$ cat config.mk
export PLATFORM = sky130hd
export DESIGN_NAME = alu_share_arbiter
export DESIGN_NICKNAME = d
export VERILOG_FILES = /design/src/rtl/alu_share_arbiter_pkg.sv /design/src/rtl/alu_share_arbiter_rr_arbiter.sv /design/src/rtl/alu_share_arbiter.sv
export SDC_FILE = /design/constraint.sdc
export NUM_CORES = 1
export LEC_CHECK = 0
export CAP_MARGIN = 0
export CORE_AREA = 2 2 112 114
export DETAILED_ROUTE_END_ITERATION = 8
export DIE_AREA = 0 0 114 116
export PLACE_DENSITY = 0.68
export SETUP_SLACK_MARGIN = 0.3
export SLEW_MARGIN = 20
export SYNTH_ARGS = -nofsm -noshare
export SYNTH_HDL_FRONTEND = slang
export SYNTH_SLANG_ARGS = --single-unit
$ cat constraint.sdc
create_clock -name clk -period 1.4 [get_ports clk]
set_input_delay 0.21 -clock clk [delete_from_list [all_inputs] [get_ports clk]]
set_output_delay 0.21 -clock clk [all_outputs]
set_load 0.02 [all_outputs]
$ cat src/rtl/alu_share_arbiter_pkg.sv
// Shared ALU control encodings and helpers used by the ALU share arbiter
// and by any unit that drives the shared ALU datapath.
package alu_share_arbiter_pkg;

   localparam int ALU_CTRL_W = 4;

   localparam logic [ALU_CTRL_W-1:0] ALU_CTRL_ADD  = 4'h0;
   localparam logic [ALU_CTRL_W-1:0] ALU_CTRL_SUB  = 4'h1;
   localparam logic [ALU_CTRL_W-1:0] ALU_CTRL_SLT  = 4'h2;
   localparam logic [ALU_CTRL_W-1:0] ALU_CTRL_SLTU = 4'h3;
   localparam logic [ALU_CTRL_W-1:0] ALU_CTRL_GE   = 4'h4;
   localparam logic [ALU_CTRL_W-1:0] ALU_CTRL_GEU  = 4'h5;
   localparam logic [ALU_CTRL_W-1:0] ALU_CTRL_AND  = 4'h6;
   localparam logic [ALU_CTRL_W-1:0] ALU_CTRL_OR   = 4'h7;
   localparam logic [ALU_CTRL_W-1:0] ALU_CTRL_XOR  = 4'h8;
   localparam logic [ALU_CTRL_W-1:0] ALU_CTRL_SLL  = 4'h9;
   localparam logic [ALU_CTRL_W-1:0] ALU_CTRL_SRL  = 4'hA;
   localparam logic [ALU_CTRL_W-1:0] ALU_CTRL_SRA  = 4'hB;

   function automatic logic alu_op_legal(input logic [ALU_CTRL_W-1:0] op);
      logic ok;
      case (op)
         ALU_CTRL_ADD, ALU_CTRL_SUB, ALU_CTRL_SLT, ALU_CTRL_SLTU,
         ALU_CTRL_GE,  ALU_CTRL_GEU, ALU_CTRL_AND, ALU_CTRL_OR,
         ALU_CTRL_XOR, ALU_CTRL_SLL, ALU_CTRL_SRL, ALU_CTRL_SRA: ok = 1'b1;
         default:                                                ok = 1'b0;
      endcase
      return ok;
   endfunction

endpackage

$ cat src/rtl/alu_share_arbiter_rr_arbiter.sv
// Combinational round-robin arbiter: grants the first requester at or after
// ptr (wrapping modulo N). Reusable for any shared unit.
module rr_arbiter
   import alu_share_arbiter_pkg::*;
#(
   parameter int N     = 2,
   parameter int PTR_W = 1
) (
   input  logic [N-1:0]     req,
   input  logic [PTR_W-1:0] ptr,
   output logic [N-1:0]     gnt
);

   logic             found_s;
   logic [PTR_W-1:0] idx_s;

   // Walk from ptr; the first valid requester claims the grant
   always_comb begin
      gnt     = '0;
      found_s = 1'b0;
      idx_s   = '0;
      for (int k = 0; k < N; k++) begin
         idx_s      = PTR_W'((int'(ptr) + k) % N);
         gnt[idx_s] = gnt[idx_s] | (req[idx_s] & !found_s);
         found_s    = found_s | req[idx_s];
      end
   end

endmodule

$ cat src/rtl/alu_share_arbiter.sv
// Shares one external combinational ALU between NUM_REQ requesters with
// round-robin arbitration and a single registered result stage.
module alu_share_arbiter
   import alu_share_arbiter_pkg::*;
#(
   parameter int NUM_REQ = 2,
   parameter int TAG_W   = 4,
   parameter int ID_W    = 1
) (
   input  logic                          clk,
   input  logic                          rst,
   input  logic [NUM_REQ-1:0]            req_valid,
   output logic [NUM_REQ-1:0]            req_ready,
   input  logic [NUM_REQ*32-1:0]         req_src1,
   input  logic [NUM_REQ*32-1:0]         req_src2,
   input  logic [NUM_REQ*ALU_CTRL_W-1:0] req_op,
   input  logic [NUM_REQ*TAG_W-1:0]      req_tag,
   output logic [31:0]                   alu_src1,
   output logic [31:0]                   alu_src2,
   output logic [ALU_CTRL_W-1:0]         alu_op,
   input  logic [31:0]                   alu_result,
   input  logic                          alu_zero,
   output logic                          rsp_valid,
   input  logic                          rsp_ready,
   output logic [ID_W-1:0]               rsp_id,
   output logic [TAG_W-1:0]              rsp_tag,
   output logic [31:0]                   rsp_result,
   output logic                          rsp_zero,
   output logic                          rsp_err
);

   logic [ID_W-1:0]       rr_ptr_r;
   logic [NUM_REQ-1:0]    gnt_s;
   logic                  slot_free_s;
   logic                  fire_s;
   logic                  op_legal_s;
   logic [ID_W-1:0]       fire_id_s;
   logic [ID_W-1:0]       next_ptr_s;
   logic [31:0]           sel_src1_s;
   logic [31:0]           sel_src2_s;
   logic [ALU_CTRL_W-1:0] sel_op_s;
   logic [TAG_W-1:0]      sel_tag_s;

   rr_arbiter #(.N(NUM_REQ), .PTR_W(ID_W)) u_rr (
      .req (req_valid),
      .ptr (rr_ptr_r),
      .gnt (gnt_s)
   );

   assign slot_free_s = !rsp_valid || rsp_ready;
   assign req_ready   = gnt_s & {NUM_REQ{slot_free_s & !rst}};
   assign fire_s      = |req_ready;

   // One-hot AND-OR select; no grant yields all-zero fields (ADD)
   always_comb begin
      sel_src1_s = '0;
      sel_src2_s = '0;
      sel_op_s   = '0;
      sel_tag_s  = '0;
      fire_id_s  = '0;
      for (int i = 0; i < NUM_REQ; i++) begin
         sel_src1_s = sel_src1_s | ({32{gnt_s[i]}} & req_src1[32*i +: 32]);
         sel_src2_s = sel_src2_s | ({32{gnt_s[i]}} & req_src2[32*i +: 32]);
         sel_op_s   = sel_op_s   | ({ALU_CTRL_W{gnt_s[i]}} & req_op[ALU_CTRL_W*i +: ALU_CTRL_W]);
         sel_tag_s  = sel_tag_s  | ({TAG_W{gnt_s[i]}} & req_tag[TAG_W*i +: TAG_W]);
         fire_id_s  = fire_id_s  | (gnt_s[i] ? ID_W'(i) : {ID_W{1'b0}});
      end
   end

   assign op_legal_s = alu_op_legal(sel_op_s);
   assign alu_src1   = sel_src1_s;
   assign alu_src2   = sel_src2_s;
   assign alu_op     = op_legal_s ? sel_op_s : ALU_CTRL_ADD;
   assign next_ptr_s = (fire_id_s == ID_W'(NUM_REQ - 1)) ? {ID_W{1'b0}} : fire_id_s + ID_W'(1);

   // Result register and round-robin pointer; both move only on fire
   always_ff @(posedge clk) begin
      if (rst) begin
         rsp_valid  <= 1'b0;
         rsp_id     <= '0;
         rsp_tag    <= '0;
         rsp_result <= 32'd0;
         rsp_zero   <= 1'b0;
         rsp_err    <= 1'b0;
         rr_ptr_r   <= '0;
      end else if (fire_s) begin
         rsp_valid  <= 1'b1;
         rsp_id     <= fire_id_s;
         rsp_tag    <= sel_tag_s;
         rsp_result <= op_legal_s ? alu_result : 32'd0;
         rsp_zero   <= op_legal_s ? alu_zero : 1'b1;
         rsp_err    <= !op_legal_s;
         rr_ptr_r   <= next_ptr_s;
      end else if (slot_free_s) begin
         rsp_valid  <= 1'b0;
      end else begin
         rsp_valid  <= rsp_valid;
      end
   end

endmodule
Word-level counts from Yosys, hierarchy flattened
Memory sizes are Yosys's and may differ from the RTL's.
Index checks and enable logic that the tools add are counted.
{"block": "totals", "reg_bits": 41, "romBits": 16, "in_bits": 182, "output_inout_bits": 110, "elab_cells": 60, "memories": 1}
{"memory": "(no name shown)", "words": 16, "width": 1, "rd": 1, "rd_ports_with_merged_regs": 0, "write_ports": 0, "line": "alu_share_arbiter_pkg.sv:22", "text": "case (op)"}
{"block": "op_classes", "addsub": 2, "order_cmp": 4, "muxes": 19, "bitwise_logic": 18, "n_reduce_logical": 9}
{"op": "$and 32x32->32", "count": 4}
{"op": "$or 32x32->32", "count": 2}
{"op": "$mux 32", "count": 1}
{"op": "$and 4x4->4", "count": 4}
{"op": "$mux 1", "count": 14}
{"op": "$or 4x4->4", "count": 2}
{"op": "$and 2x2->2", "count": 2}
{"op": "$logic_not 1->1", "count": 4}
{"op": "$lt 1x2->1 const B", "count": 2}
{"op": "$mux 4", "count": 1}
{"op": "$add 1x1->1 const B", "count": 2}
{"op": "$and 1x1->1", "count": 2}
{"op": "$bwmux 2", "count": 1}
{"op": "$demux 1 s1", "count": 2}
{"op": "$ge 1x1->1 const B", "count": 2}
{"op": "$logic_and 1x1->1", "count": 2}
{"op": "$or 1x1->1", "count": 2}
{"op": "$reduce_bool 2->1", "count": 1}
{"op": "$reduce_or 2->1", "count": 1}
{"op": "$logic_or 1x1->1", "count": 1}

Depth between registers and ports, before layout
Gate-level depths: netlist of run 1.
An unclocked memory read counts as a cell.
{"block": "logic_depth", "ltp_word": 13, "mapped_depth": 6, "depth_no_buf": 4}

By module
From an unflattened synthesis of run 1, not the netlist that was laid out.
{"block": "hier_totals", "cells_unflattened": 285, "area_unflattened_um2": 2382.3}
{"mod": "alu_share_arbiter", "n_inst": 1, "cells_each": 282, "area_each_um2": 2363.5, "seq_area_each_um2": 820.8}
{"mod": "rr_arbiter", "n_inst": 1, "cells_each": 3, "area_each_um2": 18.8, "seq_area_each_um2": 0.0}

Worst setup path before layout of run 1
OpenSTA, ideal clock, no wires.
{"block": "synth_timing", "path_type": "register to output", "from": "reg rr_ptr_r", "to": "out req_ready[1]", "t_arrival_ns": 1.552, "required_ns": 1.190, "slack_ns": -0.362, "path_stages_with_launch": 6, "path_buffers": 2, "cell_sequence": "dfxtp_1 > nand2b_1 > and2_1 > buf_2 > buf_2 > nor3b_1"}
{"block": "synth_via", "elab_chain_cells": 10, "word_cells_on_any_way": 24, "cone_classes": "1 x add/sub; 4 x order compare; 11 x mux; 5 x bitwise; 3 x reduce/logical"}
{"element": "from (decl)", "line": "alu_share_arbiter.sv:32", "text": "logic [ID_W-1:0] rr_ptr_r;"}
{"element": "from (signal assigned)", "line": "alu_share_arbiter.sv:93", "text": "rr_ptr_r <= next_ptr_s;"}
{"element": "$lt 1x2->1 (not written as such) / $ge 1x1->1 (equally long branches)", "line": "alu_share_arbiter_rr_arbiter.sv:24", "text": "gnt[idx_s] = gnt[idx_s] | (req[idx_s] & !found_s);"}
{"element": "$logic_and 1x1->1 (not written as such)", "line": "alu_share_arbiter_rr_arbiter.sv:24"}
{"element": "$mux 1 (not written as such)", "line": "alu_share_arbiter_rr_arbiter.sv:24"}
{"element": "$demux 1 s1"}
{"element": "$and 2x2->2 (no line)"}
{"element": "$mux 1 (not written as such) (2 in series)", "line": "alu_share_arbiter_rr_arbiter.sv:24"}
{"element": "$or 1x1->1", "line": "alu_share_arbiter_rr_arbiter.sv:24"}
{"element": "$bwmux 2 (*)", "line": "alu_share_arbiter_rr_arbiter.sv:24"}
{"element": "$and 2x2->2 (*)", "line": "alu_share_arbiter.sv:51", "text": "assign req_ready = gnt_s & {NUM_REQ{slot_free_s & !rst}};"}
{"element": "to (decl)", "line": "alu_share_arbiter.sv:13", "text": "output logic [NUM_REQ-1:0] req_ready,"}
Every way passes the cells marked *; elsewhere a longest branch is shown, timed or not. The select of a mux whose other input is x is not followed.

Worst setup path in the final report of run 1
{"block": "layout_timing", "from": "reg rr_ptr_r", "to": "out alu_src2[8]"}
{"block": "layout_via", "elab_chain_cells": 11, "word_cells_on_any_way": 26, "cone_classes": "1 x add/sub; 4 x order compare; 11 x mux; 7 x bitwise; 3 x reduce/logical"}
{"element": "$lt 1x2->1 (not written as such) / $ge 1x1->1 (equally long branches)", "line": "alu_share_arbiter_rr_arbiter.sv:24"}
{"element": "$logic_and 1x1->1 (not written as such)", "line": "alu_share_arbiter_rr_arbiter.sv:24"}
{"element": "$mux 1 (not written as such)", "line": "alu_share_arbiter_rr_arbiter.sv:24"}
{"element": "$demux 1 s1"}
{"element": "$and 2x2->2 (no line)"}
{"element": "$mux 1 (not written as such) (2 in series)", "line": "alu_share_arbiter_rr_arbiter.sv:24"}
{"element": "$or 1x1->1", "line": "alu_share_arbiter_rr_arbiter.sv:24"}
{"element": "$bwmux 2 (*)", "line": "alu_share_arbiter_rr_arbiter.sv:24"}
{"element": "$and 32x32->32", "line": "alu_share_arbiter.sv:63", "text": "sel_src2_s = sel_src2_s | ({32{gnt_s[i]}} & req_src2[32*i +: 32]);"}
{"element": "$or 32x32->32 (*)", "line": "alu_share_arbiter.sv:63"}
{"element": "to (decl)", "line": "alu_share_arbiter.sv:19", "text": "output logic [31:0] alu_src2,"}
Marks and branches as above.

==> metrics.md, run 1 <==
| Metric | Value |
|---|---|
| Final worst-path cycle share | `130%` |
| Unique cell type count in the Yosys netlist | `28` |
| Ordered list of cells on the worst path | `nand2b_4, and2_4, buf_12, buf_12, a22o_1, buf_6` |
| Average wire length per cell after detail routing | `18.9 um` |
| Least-Margin Pin Slew | `0.382 ns` |
| Die footprint | `0.0132 mm2` |
| Count of placed standard cells including taps | `712` |
| Maximum vdd ir drop | `0.455 mV` |
| Clock transition time at the flip-flop clock pins of the worst setup and hold paths | `0.06 ns` |
| Placeable Area | `0.0119 mm2` |
| Worst path max stage delay | `0.36 ns` |
| Crit. path cell count | `6` |
| Clk buf depth | `2` |
| Largest fanout on the critical path | `14` |
| Worst-Skew Late Latency | `0.28 ns` |
| Tightest slew margin relative to the limit | `74.5%` |
| Max-cap viol count | `0` |
| Signed area change from the synthesized netlist to the final layout | `169%` |
| Post-route DRC | `0` |
| RSZ-0062 raised after global routing | `true` |
| Antenna diode count | `0` |
| Synthesized netlist net count | `460` |
| H-tree levels | `2` |
| Maximum clock skew at final layout | `0.00171 ns` |
| HPWL reported at the end of detailed placement | `10.2 mm` |
| Final Hold Violating Endpoints | `0` |
| Overflow left after global routing | `0` |
| Period minus WS final | `between 1.5 and 2 ns` |
| Detailed-router iteration count before antenna repair | `6` |
| Via density per instance | `roughly 4.8` |
| Sequential fraction of the synthesis area | `34.9%` |
| Post-layout instance area | `between 0.006 and 0.007 mm2` |
| Routed Wire Length | `14.1 mm` |
| Yosys Warn Count | `0` |
| First DRT Iteration DRCs | `roughly 260` |
| Via count of the first global-routing pass | `3689` |
| Hold Path Class | `in2reg` |
| Post-route antenna net violation count | `0` |
| Post-Syn Area | `0.00235 mm2` |
| Count of hold buffers inserted by post-cts repair | `0` |
| Root buffer selected by CTS | `sky130_fd_sc_hd__clkbuf_16` |
| Highest clock rate | `549 MHz` |
| Port-buffer cells | `between 200 and 300` |
| Hold Worst Slack | `0.373 ns` |
| Proportion of synthesized flip-flops having asynchronous set or reset | `0%` |
| Last element of the critical path | `alu_src2[8]` |
| Setup violations, final | `~110` |
| Most common cell after layout, fill and taps aside | `sky130_fd_sc_hd__clkdlybuf4s50_1` |
| Cell area reported after detailed placement | `0.00569 mm2` |
| Critical Path AT | `1.61 ns` |
| Setup CP Type | `reg2out` |
| Critical register-to-register path endpoint | `rsp_result[24]$_SDFFE_PP0P_` |
| Number of nets in the layout | `between 700 and 800` |
| Number of ports placed on the die boundary | `292` |
| Share of post-route cells with drive strength above 1 | `34.2%` |
| Number of enable flip-flop cells after synthesis | `0` |
| Mean instance size in the synthesized netlist | `8.46 um2` |
| Overall via count from detail_route | `3597` |
| Share of the core filled with cells | `53.2%` |
| First-pass GRT wire length | `20.4 mm` |
| Total number of placement rows | `40` |
| Final non-filler cell total | `746` |
| Number of cells on the worst reg-to-reg path | `8` |
| Number of instances in the synthesized netlist | `278` |
| Number of buffers created by CTS | `5` |
| Cell with the most instances on the worst path | `sky130_fd_sc_hd__buf_12` |
| Slowest-stage cell, CP | `sky130_fd_sc_hd__dfxtp_4` |
| Number of clock sinks seen by CTS | `41` |
| Final setup margin | `-0.423 ns` |
| Cell Pwr Density | `780 mW/mm2` |
| Result of the run | `finished, violations left` |
| Total global-route track usage | `19.9%` |
| Initial Util | `19.7%` |
| CTS tree | `done` |
| Startpoint type of the worst setup path | `flop` |
| Violated checks | `negative setup slack` |
| Maximum number of pins on one net before global-route repair | `36` |
| Required time at the endpoint of the critical path | `1.19 ns` |
| Static leakage | `between 2 and 3 nW` |
| Most frequent cells in the layout | `sky130_fd_sc_hd__clkdlybuf4s50_1, sky130_fd_sc_hd__buf_6, sky130_fd_sc_hd__a22o_1, sky130_fd_sc_hd__dfxtp_1, sky130_fd_sc_hd__buf_2` |
| Sum of internal, switching and leakage power | `slightly below 5 mW` |
| Register-to-register setup slack | `-0.33 ns` |
| Die Y-Extent | `116 um` |
| Number of flip-flops and latches in the synthesized netlist | `41` |
| Final count of pins violating max slew | `0` |
| Weighted congestion at the end of routability-driven global placement | `0.901` |
| Setup slack after placement | `-0.979 ns` |
| Crit path buf inv count | `3` |
| Initial antenna violation count | `0` |
| Top FF cell, synth | `sky130_fd_sc_hd__dfxtp_1` |
| Category of cells accounting for the largest share of critical-path delay | `buffers and inverters` |
| Element type at the critical path end | `output pin` |
| Launch instance of the worst register-to-register path | `rr_ptr_r$_SDFFE_PP0P_` |
| Setup tns final | `-36.96 ns` |
| Chip Width | `114 um` |
| CP startpoint | `rr_ptr_r$_SDFFE_PP0P_` |
cells by family (layout without fill, tap and decap cells):
family | Yosys count | in the layout | share of synthesized area [%]
AO/OA/AOI/OAI | 143 | 143 | 46.8
buffers and inverters | 34 | 354 | 6.65
AND/OR/NAND/NOR | 60 | 61 | 11.6
flip-flops | 41 | 41 | 34.9
how the worst min path moves through the flow:
stage | startpoint | to | slack [ns] | cells past startpoint
after floorplan | req_valid[1] | rr_ptr_r$_SDFFE_PP0P_ | 0.32 | 1
after global placement | rsp_result[14]$_SDFFE_PP0P_ | rsp_result[14]$_SDFFE_PP0P_ | 0.44 | 2
after detailed placement | rsp_result[13]$_SDFFE_PP0P_ | rsp_result[13]$_SDFFE_PP0P_ | 0.44 | 2
after CTS | rst | rsp_valid$_SDFFE_PP0P_ | 0.42 | 3
after global routing | rsp_ready | rsp_valid$_SDFFE_PP0P_ | 0.40 | 3
final | rsp_ready | rsp_valid$_SDFFE_PP0P_ | 0.37 | 3
state kept, by name (all words and copies together) (netlist names):
name        cells
rsp_valid       1
rsp_result     32
rsp_zero        1
rsp_tag         4
rsp_err         1
rr_ptr_r        1
rsp_id          1
synth_stat cells (4+ instances only):
cell type | count | area, um2
sky130_fd_sc_hd__nand2_1 | 33 | 124
sky130_fd_sc_hd__dfxtp_1 | 41 | 821
sky130_fd_sc_hd__clkbuf_1 | 21 | 78.8
sky130_fd_sc_hd__a22o_1 | 64 | 561
sky130_fd_sc_hd__nor2_1 | 11 | 41.3
sky130_fd_sc_hd__a221oi_1 | 4 | 35.0
sky130_fd_sc_hd__nor3_1 | 4 | 20.0
sky130_fd_sc_hd__a21oi_1 | 34 | 170
sky130_fd_sc_hd__buf_2 | 8 | 40.0
sky130_fd_sc_hd__o211ai_1 | 32 | 240
per-layer routing:
| layer | global-route usage (%) | vias to the layer above | wire, um |
|---|---|---|---|
| met5 | 0 | - | 0 |
| met4 | 5.77 | 0 | 291 |
| met3 | 5.60 | 25 | 1090 |
| met2 | 37.3 | 175 | 7500 |
| met1 | 21.8 | 1675 | 5230 |
| li1 | - | 1722 | - |
cell type report:
| cell class | count | area [um2] |
|---|---|---|
| clock buffer | 8 | 168 |
| fill | 1099 | 5580 |
| multi-input combinational | 204 | 1570 |
| sequential | 41 | 828 |
| tap | 147 | 184 |
| timing repair buffer | 346 | 3580 |
power breakdown:
group          switching (mW)  internal (mW)  total, mW
sequential             0.0380           1.24       1.28
combinational            1.02           1.37       2.39
clock                   0.449          0.819       1.27
repair_timing:
| item | 4_1_cts | 5_1_grt |
|---|---|---|
| pin swaps | 69 | 20 |
| resized for setup | 589 | 33 |
| gates cloned | 7 | 2 |
| setup buffers | 13 | 4 |
| setup endpoints to repair | 150 | 130 |
tightest hold or removal path, stage by stage:
cell	delay, ns
sky130_fd_sc_hd__dlymetal6s2s_1	0.16
sky130_fd_sc_hd__nand2b_4	0.19
sky130_fd_sc_hd__a21oi_1	0.06
No activity file was read; power rests on OpenSTA's default activity.
==> inputs of run 2 (changes only) <==
- CTS_CLUSTER_DIAMETER: unset -> 50
==> results of run 2 <==
Same layout as run 1: the final DEF is identical, and so are final timing and power.
==> inputs of run 3 (changes only) <==
- CTS_CLUSTER_SIZE: unset -> 20
- HOLD_SLACK_MARGIN: unset -> 0.05
==> results of run 3 <==
Same layout as run 1: the final DEF is identical, and so are final timing and power.
